$ cat config.mk
export PLATFORM = sky130hd
export DESIGN_NAME = instr_fetch
export DESIGN_NICKNAME = d
export VERILOG_FILES = /design/src/rtl/instr_fetch.sv
export SDC_FILE = /design/constraint.sdc
export NUM_CORES = 1
export LEC_CHECK = 0
export CORE_ASPECT_RATIO = 0.7
export CORE_MARGIN = 5
export CORE_UTILIZATION = 46
export DETAILED_ROUTE_END_ITERATION = 6
export HOLD_SLACK_MARGIN = 0.02
export PLACE_DENSITY = 0.9
export SLEW_MARGIN = 20
export SYNTH_ARGS = -nofsm -noshare
export SYNTH_HDL_FRONTEND = slang
export SYNTH_SLANG_ARGS = --single-unit
$ cat constraint.sdc
create_clock -name clk -period 3.24 [get_ports clk]
set_input_delay 0.648 -clock clk [delete_from_list [all_inputs] [get_ports clk]]
set_output_delay 0.648 -clock clk [all_outputs]
set_load 0.1 [all_outputs]
$ cat src/rtl/instr_fetch.sv
// Instruction fetch stage: PC sequencing and a request/ack handshake
// to instruction memory. Optional misaligned-target trap: FETCH_MISALIGN_TRAP_EN.
module instr_fetch #(
  parameter logic [31:0] RESET_PC = 32'h0000_0000
) (
  input  logic        clk,
  input  logic        reset,
  output logic        imem_req,
  output logic [31:0] imem_addr,
  input  logic        imem_ack,
  input  logic [31:0] imem_rdata,
  input  logic        pcsrc,
  input  logic [31:0] imm_ext,
  input  logic        stall,
  output logic [31:0] instr,
  output logic [31:0] pc,
  output logic [31:0] pc_plus4,
  output logic        instr_valid,
  output logic        misalign
);

  typedef enum logic [1:0] {
    IDLE,
    REQ,
    HOLD,
    TRAP
  } state_t;

  localparam logic [31:0] NOP = 32'h0000_0013;

  state_t      state_q, state_d;
  logic [31:0] addr_q, addr_d;
  logic [31:0] instr_q, instr_d;
  logic [31:0] pc_q, pc_d;
  logic        valid_q, valid_d;
  logic [31:0] next;

`ifdef FETCH_MISALIGN_TRAP_EN
  logic        mis_q, mis_d;
`endif

  assign next = pcsrc ? (pc_q + imm_ext)
                      : (pc_q + 32'd4);

  always_comb begin
    state_d = state_q;
    addr_d  = addr_q;
    instr_d = instr_q;
    pc_d    = pc_q;
    valid_d = valid_q;
`ifdef FETCH_MISALIGN_TRAP_EN
    mis_d   = mis_q;
`endif
    unique case (state_q)
      IDLE: begin
        state_d = REQ;
        addr_d  = RESET_PC;
      end
      REQ: begin
        if (imem_ack) begin
          instr_d = imem_rdata;
          pc_d    = addr_q;
          valid_d = 1'b1;
          state_d = HOLD;
        end
      end
      HOLD: begin
        if (!stall) begin
          valid_d = 1'b0;
`ifdef FETCH_MISALIGN_TRAP_EN
          if (next[1:0] != 2'b00) begin
            mis_d   = 1'b1;
            state_d = TRAP;
          end else begin
            addr_d  = next;
            state_d = REQ;
          end
`else
          addr_d  = next & ~32'h3;
          state_d = REQ;
`endif
        end
      end
      TRAP: begin
        state_d = TRAP;
      end
      default: state_d = IDLE;
    endcase
  end

  always_ff @(posedge clk) begin
    if (reset) begin
      state_q <= IDLE;
      addr_q  <= RESET_PC;
      instr_q <= NOP;
      pc_q    <= RESET_PC;
      valid_q <= 1'b0;
`ifdef FETCH_MISALIGN_TRAP_EN
      mis_q   <= 1'b0;
`endif
    end else begin
      state_q <= state_d;
      addr_q  <= addr_d;
      instr_q <= instr_d;
      pc_q    <= pc_d;
      valid_q <= valid_d;
`ifdef FETCH_MISALIGN_TRAP_EN
      mis_q   <= mis_d;
`endif
    end
  end

  assign imem_req    = (state_q == REQ);
  assign imem_addr   = addr_q;
  assign instr       = instr_q;
  assign pc          = pc_q;
  assign pc_plus4    = pc_q + 32'd4;
  assign instr_valid = valid_q;
`ifdef FETCH_MISALIGN_TRAP_EN
  assign misalign    = mis_q;
`else
  assign misalign    = 1'b0;
`endif

endmodule

==> flow_summary.yaml, run 1 <==
detailed_routing:
  avgViaCountPerCell: 5.76
  wl_per_cell_um: 17.7
  first_pass_iters: 6
  ant_nets: 0
  drt_iter0_markers: 730
  drc: 0
  wl_um: 19500
  vias: 6358
floorplanning:
  dieArea_sq_um: 14700
  core_area_sq_um: 11900
  num_rows: 33
  fp.dieH_um: 103
  num_io_pins: 200
  initial_core_util_pct: 47.6
  dieWidth_um: 143
yosys:
  syn_avg_cell_area_sq_um: 7.64
  synth_area_sq_um: 5660
  yosys_warnings: 0
  synthCells: 741
  synth-edff-count: 0
  ys_ff_latch: 95
  synthArstFlopShare_pct: 0
  yosysSeqAreaShare_pct: 33.6
  yosys.cell_types.count: 65
  ys.flop_type: "dfxtp_1"
run_status:
  status: "finished clean"
place:
  io_buffers: 190
  place_congestion: 0.935
  hpwlAfterDp_um: 15000
critical_path:
  crit_fanout: 6
  start_kind: "flop"
  cpMaxStageDelayCell: "nor4_2"
  required_ns: 2.59
  crit_path_max_incr_delay_ns: 0.52
  crit_path_end_kind: "output pin"
  crit_arrival_ns: 2.49
  path_cells: "and3_1 -> and4_1 -> nand2_2 -> nor4_2 -> xor2_4 -> buf_12"
  crit_type: "flop to output pin"
sta:
  slew_headroom_pct: 43.4
  post-route-period-util_pct: 97.0
  period_needed_ns: 3.14
  hold_viol: 0
  tns_ns: 0
  tightest_slew_ns: 0.848
  rsz0062_at_grt: "false"
  setup_viol: 0
  clock_skew_ns: 0.00838
  slew_viol_final: 0
  fmax_ghz: 0.318
global_routing:
  grtUsageTotal_pct: 26.2
  antenna_found_initial: 0
  grt_pass1_vias: 6167
  grt_first_pass_wirelength_um: 30800
  grt_max_degree: 50
  grt-ovfl-total: 0
flow_run:
  cap_viol_max_count: 0
cts:
  post_cts_resized: 0
  clkSinkCount: 95
  clockBufferDepth: 2
  post_cts_buffers: 0
  htree_levels: 3
  cts_tree: "yes"
  clk_latency_ns: 0.35
  cts_buffers: 9
  clkSlewWorstSetupHoldPaths_ns: 0.08
  hold_buffers: 0
  cts-root-buf: "clkbuf_16"
power_and_ir_drop:
  leakagePower_nw: 3.66
  p_total_mw: 2.84
  ir_drop_mv: 0.368
  powerDensity_nw_per_um2: 337
cells_and_area:
  diodes: 0
  drive_above_1_share_pct: 25.8
  synthToLayoutAreaGrowth_pct: 48.5
  num-nets-final: 1042
  nFillCells: 927
hold_path:
  min_path_type: "flop to flop"
report_power, final:
part           total, mW  switching [mW]  leakage [nW]  internal (mW)
combinational      0.582           0.407          2.74          0.175
sequential          1.21          0.0177         0.782           1.19
clock               1.04           0.508         0.132          0.536
path summary, 6_finish.rpt:
path	start	to	slack (ns)	cells after the start
setup / recovery	pc[10]$_SDFFE_PP0P_	pc_plus4[31]	0.1	6
hold reg to reg	instr[13]$_SDFFE_PP0P_	instr[13]$_SDFFE_PP0P_	0.46	2
hold / removal	instr[13]$_SDFFE_PP0P_	instr[13]$_SDFFE_PP0P_	0.46	2
setup reg to reg	pc[2]$_SDFFE_PP0P_	imem_addr[28]$_SDFFE_PP0P_	0.50	10
per-stage QoR:
| step | instance area (sq um) | util (%) | hold WS [ns] | setup slack, ns | instances |
|---|---|---|---|---|---|
| after floorplan | 6020 | - | 0.535 | 0.0430 | 747 |
| after global placement | 8120 | 68.3 | 0.441 | -0.133 | 1088 |
| after detailed placement | 8120 | 68.3 | 0.447 | -0.212 | 1088 |
| after CTS | 8400 | 70.7 | 0.458 | 0.101 | 1104 |
| after global routing | 8400 | 70.7 | 0.475 | 0.0000220 | 1104 |
| final | 8400 | 70.7 | 0.456 | 0.0984 | 1104 |
routing by layer:
layer  part of all wire [%]  GRT usage [%]
met3                     12           9.32
met5                      0              0
met1                     42           33.6
met2                     45           42.4
met4                    1.7           6.65
cell type report:
type                       count  area, sq um  share of cell area (%)
clock buffer                  10          229                    2.72
tap                          157          196                    2.34
multi-input combinational    595         3840                    45.7
timing repair buffer         229         2100                    25.0
clock inverter                 6         52.6                   0.625
sequential                    95         1940                    23.0
inverter                      12         45.0                   0.536
synth_stat cells, drive strengths merged (2+ instances only):
master	number	share of area [%]
and2	4	0.44
nand3	20	1.8
a21boi	2	0.27
dfxtp	95	34
nand4	10	1.1
xnor2	21	3.2
nand2	173	12
inv	12	0.80
nor2b	4	0.44
ha	30	6.6
a211oi	5	0.66
xor2	27	4.2
a21oi	92	8.3
o21bai	2	0.27
a22oi	15	2.0
nand3b	3	0.40
buf	12	1.4
nand2b	2	0.22
o211ai	2	0.35
clkbuf	33	2.2
o311ai	2	0.31
a31oi	5	0.55
mux2i	5	0.88
o21a	6	0.80
a222oi	2	0.35
nor4	4	0.71
a221oi	4	0.62
o31ai	3	0.64
a311oi	2	0.31
mux2	2	0.40
a22o	2	0.31
a41oi	2	0.31
and3	9	0.99
a21o	16	2.1
or3	3	0.33
nor3	15	1.3
nor2	30	2.0
or4	2	0.27
a211o	4	0.62
o21ai	43	3.9
and4	3	0.46
flip-flops by register name, indices dropped and copies added (netlist names):
| signal | count |
|---|---|
| imem_addr | 30 |
| state_q | 2 |
| instr_valid | 1 |
| pc | 30 |
| instr | 32 |
cell usage in the layout (no fill, tap or decap), types with 4 or more instances in the layout:
cell / count
nor3_1: 15
xor2_2: 5
a22oi_1: 15
a221oi_1: 4
xor2_1: 16
a31oi_1: 5
nor2b_1: 4
conb_1: 7
buf_12: 18
nor2_1: 29
dfxtp_2: 22
ha_1: 30
xor2_4: 6
a21o_1: 16
nand3_1: 20
a211oi_1: 5
a21oi_1: 90
clkbuf_16: 9
clkdlybuf4s50_1: 65
and3_1: 9
inv_1: 12
xnor2_1: 6
a211o_1: 4
buf_4: 145
o21ai_0: 41
mux2i_1: 5
xnor2_2: 13
nand4_1: 10
dfxtp_1: 71
nand2_1: 171
o21a_1: 6
logic make-up after synthesis:
kind of cell | synth area share [%]
XOR/XNOR | 7.43
flip-flops | 33.6
AND/OR/NAND/NOR | 22.4
buffers and inverters | 4.35
other | 0.0662
AO/OA/AOI/OAI | 23.9
multiplexers | 1.28
adder cells (fa/ha/maj) | 6.98
critical path, delay by kind of cell (launching register included):
family | cells | cell delay (ns)
XOR/XNOR | 1 | 0.22
AND/OR/NAND/NOR | 4 | 1.31
buffers and inverters | 1 | 0.20
flip-flops | 1 | 0.41
Power figures use the tool's default switching activity.
==> inputs of run 2 (changes only) <==
--- a/config.mk
+++ b/config.mk
@@ -8,6 +8,7 @@
 export CORE_ASPECT_RATIO = 0.7
 export CORE_MARGIN = 5
 export CORE_UTILIZATION = 46
+export CTS_BUF_LIST = sky130_fd_sc_hd__clkbuf_8 sky130_fd_sc_hd__clkbuf_16
 export DETAILED_ROUTE_END_ITERATION = 6
 export HOLD_SLACK_MARGIN = 0.02
 export PLACE_DENSITY = 0.9
==> run 2 against run 1 <==
Largest power group unchanged. Non-clock buffer count is the same. Cell area unchanged. Utilization unchanged. Clock-buffer cell count decreased by 1. Clock power about the same. First-iteration DRC count unchanged. Critical path type unchanged. Routed wire length barely moved. Sequential power is essentially flat. Clock skew barely moved. Sequential share of layout area is the same. Via count hardly changed.
==> flow_summary.yaml, run 2 (synthesis results as in run 1) <==
cells_and_area:
  num-nets-final: 1042
  diodes: 0
  nFillCells: 927
  final_cell_mix: "nand2_1 (171), buf_4 (145), a21oi_1 (90), dfxtp_1 (71), clkdlybuf4s50_1 (65)"
  final_common_cell: "nand2_1"
  stdcell_area_sq_um: 8400
  synthToLayoutAreaGrowth_pct: 48.5
  largest_reg_flops: 32
  drive_above_1_share_pct: 25.8
critical_path:
  crit_arrival_ns: 2.49
  r2r_cells: 10
  worstReg2RegStart: "pc[2]$_SDFFE_PP0P_"
  crit_type: "flop to output pin"
  crit_fanout: 6
  crit_path_end_kind: "output pin"
  required_ns: 2.59
  r2r_slack_ns: 0.50
  start_kind: "flop"
  r2r_end: "imem_addr[28]$_SDFFE_PP0P_"
cts:
  cts_buffers: 9
  clk_latency_ns: 0.35
  hold_buffers: 0
  cts_tree: "yes"
  htree_levels: 3
  post_cts_resized: 0
  post_cts_buffers: 0
  clockBufferDepth: 2
  clkSlewWorstSetupHoldPaths_ns: 0.08
  cts-root-buf: "clkbuf_16"
  clkSinkCount: 95
detailed_routing:
  ant_nets: 0
  vias: 6361
  drc: 0
  first_pass_iters: 5
  avgViaCountPerCell: 5.76
  wl_um: 19500
  wl_per_cell_um: 17.7
  drt_iter0_markers: 730
sta:
  hold_viol: 0
  tightest_slew_ns: 0.836
  clock_skew_ns: 0.00854
  post-route-period-util_pct: 96.9
  setup_viol: 0
  rsz0062_at_grt: "false"
  slew_headroom_pct: 44.2
  period_needed_ns: 3.14
  slew_viol_final: 0
  fmax_ghz: 0.319
power_and_ir_drop:
  powerDensity_nw_per_um2: 337
  p_total_mw: 2.83
  leakagePower_nw: 3.66
  ir_drop_mv: 0.368
run_status:
  status: "finished clean"
floorplanning:
  num_rows: 33
  initial_core_util_pct: 47.6
  dieArea_sq_um: 14700
  core_area_sq_um: 11900
  num_io_pins: 200
  dieWidth_um: 143
  fp.dieH_um: 103
global_routing:
  grt_first_pass_wirelength_um: 30800
  antenna_found_initial: 0
  grtUsageTotal_pct: 26.2
  grt_pass1_vias: 6167
  grt_max_degree: 50
  grt-ovfl-total: 0
place:
  place_congestion: 0.935
  place_area_sq_um: 8120
  io_buffers: 190
  hpwlAfterDp_um: 15000
hold_path:
  whs_endpoint: "instr[13]$_SDFFE_PP0P_"
  holdCritStartpoint: "instr[13]$_SDFFE_PP0P_"
  min_path_type: "flop to flop"
  worstHoldPathCells: 2
flow_run:
  cap_viol_max_count: 0
run 2: cell type report:
cell class	count	area, sq um	area share (%)
Clock buffer	9	225	2.68
Sequential cell	95	1940	23.0
Clock inverter	7	56.3	0.670
Tap cell	157	196	2.34
Inverter	12	45.0	0.536
Timing Repair Buffer	229	2100	25.0
Multi-Input combinational cell	595	3840	45.7
run 2: per-stage QoR:
| stage | setup slack, ns | hold slack (ns) | instances | setup TNS (ns) | utilization (%) |
|---|---|---|---|---|---|
| floorplan | 0.0430 | 0.535 | 747 | 0 | - |
| global placement | -0.133 | 0.441 | 1088 | -0.219 | 68.3 |
| detailed placement | -0.212 | 0.447 | 1088 | -0.380 | 68.3 |
| CTS | 0.101 | 0.458 | 1104 | 0 | 70.7 |
| global route | 0.0000220 | 0.475 | 1104 | 0 | 70.7 |
| finish | 0.101 | 0.456 | 1104 | 0 | 70.7 |
run 2: worst max-delay path by stage:
stage,start,to,cells after the start
5_1_grt,pc[9]$_SDFFE_PP0P_,pc_plus4[31],6
3_3_place_gp,imm_ext[2],imem_addr[28]$_SDFFE_PP0P_,11
2_1_floorplan,pc[12]$_SDFFE_PP0P_,pc_plus4[30],5
4_1_cts,pc[9]$_SDFFE_PP0P_,pc_plus4[31],6
3_5_place_dp,imm_ext[2],imem_addr[28]$_SDFFE_PP0P_,11
6_report,pc[10]$_SDFFE_PP0P_,pc_plus4[31],6
run 2: critical path, cell delays in order (launching register included):
cell     delay (ns)
dfxtp_2        0.41
and3_1         0.23
and4_1         0.40
nand2_2        0.16
nor4_2         0.52
xor2_4         0.22
buf_12         0.20
run 2: layer usage:
metal | GRT usage, % | vias to the layer above | wire (um)
met5 | 0 | - | 0
met4 | 6.65 | 0 | 352
met3 | 9.32 | 40 | 2360
met2 | 42.4 | 354 | 8690
met1 | 33.6 | 2961 | 8130
li1 | - | 3006 | -
run 2: report_power, final:
group | total, mW | leakage, nW | switching (mW) | internal (mW)
combinational | 0.582 | 2.74 | 0.407 | 0.175
clock | 1.04 | 0.136 | 0.509 | 0.533
sequential | 1.21 | 0.782 | 0.0177 | 1.19
==> inputs of run 3 (changes only) <==
--- a/config.mk
+++ b/config.mk
@@ -7,11 +7,12 @@
 export LEC_CHECK = 0
 export CORE_ASPECT_RATIO = 0.7
 export CORE_MARGIN = 5
-export CORE_UTILIZATION = 46
+export CORE_UTILIZATION = 45
 export CTS_BUF_LIST = sky130_fd_sc_hd__clkbuf_8 sky130_fd_sc_hd__clkbuf_16
 export DETAILED_ROUTE_END_ITERATION = 6
+export GPL_TIMING_DRIVEN = 0
 export HOLD_SLACK_MARGIN = 0.02
-export PLACE_DENSITY = 0.9
+export PLACE_DENSITY = 0.88
 export SLEW_MARGIN = 20
 export SYNTH_ARGS = -nofsm -noshare
 export SYNTH_HDL_FRONTEND = slang
==> constraint.sdc (replaced) <==
create_clock -name clk -period 3.5 [get_ports clk]
set_input_delay 0.7 -clock clk [delete_from_list [all_inputs] [get_ports clk]]
set_output_delay 0.7 -clock clk [all_outputs]
set_load 0.1 [all_outputs]
==> run 3 against run 2 <==
Critical path depth unchanged. Sequential cell count unchanged. Sequential share of layout area hardly changed. First-iteration DRC count decreased by 26%. Final cell count rose by 1.1%. Utilization down 3.2 points. Critical endpoint is now pc_plus4[21].
==> flow_summary.yaml, run 3 (synthesis results as in run 1) <==
run_status:
  status: "finished clean"
sta:
  slew_headroom_pct: 30.9
  fmax_ghz: 0.293
  period_needed_ns: 3.41
  tightest_slew_ns: 1.03
  clock_skew_ns: 0.00873
  slew_viol_final: 0
  rsz0062_at_grt: "false"
  setup_slack_ns: 0.0873
  setup_viol: 0
  hold_viol: 0
  post-route-period-util_pct: 97.5
critical_path:
  crit_path_max_incr_delay_ns: 0.85
  r2r_end: "imem_addr[28]$_SDFFE_PP0P_"
  r2r_cells: 10
  cpMaxStageDelayCell: "clkdlybuf4s15_1"
  path_cells: "and3_1 -> and4_1 -> buf_2 -> nand4_1 -> xnor2_2 -> clkdlybuf4s15_1"
  cp_top_family: "buffers and inverters"
  start_kind: "flop"
  required_ns: 2.80
  crit_fanout: 7
  crit_buf_inv: 2
  crit_type: "flop to output pin"
  endpoint: "pc_plus4[21]"
  r2r_slack_ns: 0.62
  path_depth: 6
  crit_arrival_ns: 2.71
  crit_path_end_kind: "output pin"
  worstReg2RegStart: "pc[2]$_SDFFE_PP0P_"
  worstSetupStartpoint: "pc[9]$_SDFFE_PP0P_"
power_and_ir_drop:
  leakagePower_nw: 3.35
  p_int_mw: 1.77
  p_seq_share_pct: 42.4
  power_switching_share_pct: 33.0
  p_total_mw: 2.64
  p_comb_share_pct: 20.7
  p_sw_uw: 873
  ir_drop_mv: 0.313
  powerDensity_nw_per_um2: 316
  clock_power_share_pct: 36.9
global_routing:
  grtUsageTotal_pct: 25.8
  grt_first_pass_wirelength_um: 31000
  grt-ovfl-total: 0
  grt_pass1_vias: 5813
  grt_max_degree: 19
  antenna_found_initial: 0
detailed_routing:
  first_pass_iters: 5
  vias: 6284
  drt_iter0_markers: 542
  drc: 0
  wl_um: 19900
  avgViaCountPerCell: 5.63
  wl_per_cell_um: 17.8
  ant_nets: 0
floorplanning:
  initial_core_util_pct: 45.7
  dieArea_sq_um: 15000
  num_io_pins: 200
  fp.dieH_um: 104
  core_area_sq_um: 12400
  dieWidth_um: 144
  num_rows: 34
cts:
  cts_tree: "yes"
  clockBufferDepth: 2
  htree_levels: 3
  cts-root-buf: "clkbuf_16"
  clkSinkCount: 95
  cts_buffers: 9
  clk_latency_ns: 0.35
  clkSlewWorstSetupHoldPaths_ns: 0.08
  hold_buffers: 0
cells_and_area:
  nFillCells: 1027
  drive_above_1_share_pct: 10.8
  largest_reg_flops: 32
  num-nets-final: 1049
  final_common_cell: "nand2_1"
  synthToLayoutAreaGrowth_pct: 47.6
  final_cell_mix: "nand2_1 (172), clkdlybuf4s50_1 (165), a21oi_1 (90), dfxtp_1 (76), o21ai_0 (41)"
  stdcell_area_sq_um: 8350
  diodes: 0
hold_path:
  min_path_type: "flop to flop"
place:
  place_area_sq_um: 8050
  io_buffers: 189
  dp_slack_ns: -0.618
  place_congestion: 0.949
  hpwlAfterDp_um: 15400
flow_run:
  cap_viol_max_count: 0
==> run 3: worst min-delay path by stage <==
stage | from | end | slack, ns | cells past startpoint
2_1_floorplan | state_q[0]$_SDFFE_PP0P_ | state_q[0]$_SDFFE_PP0P_ | 0.53 | 2
5_1_grt | instr[5]$_SDFFE_PP0P_ | instr[5]$_SDFFE_PP0P_ | 0.48 | 2
3_5_place_dp | instr[15]$_SDFFE_PP0P_ | instr[15]$_SDFFE_PP0P_ | 0.45 | 2
3_3_place_gp | instr[23]$_SDFFE_PP0P_ | instr[23]$_SDFFE_PP0P_ | 0.44 | 2
6_report | instr[10]$_SDFFE_PP0P_ | instr[10]$_SDFFE_PP0P_ | 0.46 | 2
4_1_cts | instr[5]$_SDFFE_PP0P_ | instr[5]$_SDFFE_PP0P_ | 0.46 | 2
==> run 3: per-stage QoR <==
step	util, %	hold slack, ns	TNS, ns	instances
2_1_floorplan	-	0.535	-0.383	747
3_3_place_gp	65.0	0.441	-3.84	1098
3_5_place_dp	65.0	0.447	-4.34	1098
4_1_cts	67.4	0.457	0	1116
5_1_grt	67.5	0.479	0	1116
6_report	67.5	0.457	0	1116
==> run 3: power groups by stage <==
stage	Combinational (mW)	Sequential (mW)	Clock, mW
2_1_floorplan	0.196	1.31	0
3_3_place_gp	0.539	1.14	0
3_5_place_dp	0.543	1.15	0
4_1_cts	0.545	1.12	0.990
5_1_grt	0.578	1.12	1.03
6_report	0.547	1.12	0.975
==> run 3: tightest hold or removal path, stage by stage (launching register included) <==
cell	delay, ns
dfxtp_1	0.31
nand2_1	0.05
a21oi_1	0.05
==> run 3: area by class of cell <==
cell class	instances	area, sq um	share of cell area (%)
plain buffers	45	201	2.41
inverters	12	45.0	0.539
well taps	162	203	2.43
multi-input cells	595	3820	45.7
clock buffers	9	225	2.70
clock inverters	7	66.3	0.794
flip-flops and latches	95	1930	23.1
repair buffers	191	1870	22.4
==> run 3: layer usage <==
metal / wire (um) / track usage, %
met5: 0 / 0
met4: 235 / 5.71
met3: 2410 / 8.89
met2: 8690 / 39.0
met1: 8560 / 35.5
==> run 3: timing repair <==
item                                    CTS  global route
setup buffers                             2             0
pin swaps                                 1             0
endpoints found under the setup margin   24            16
gates resized for setup                  73            19
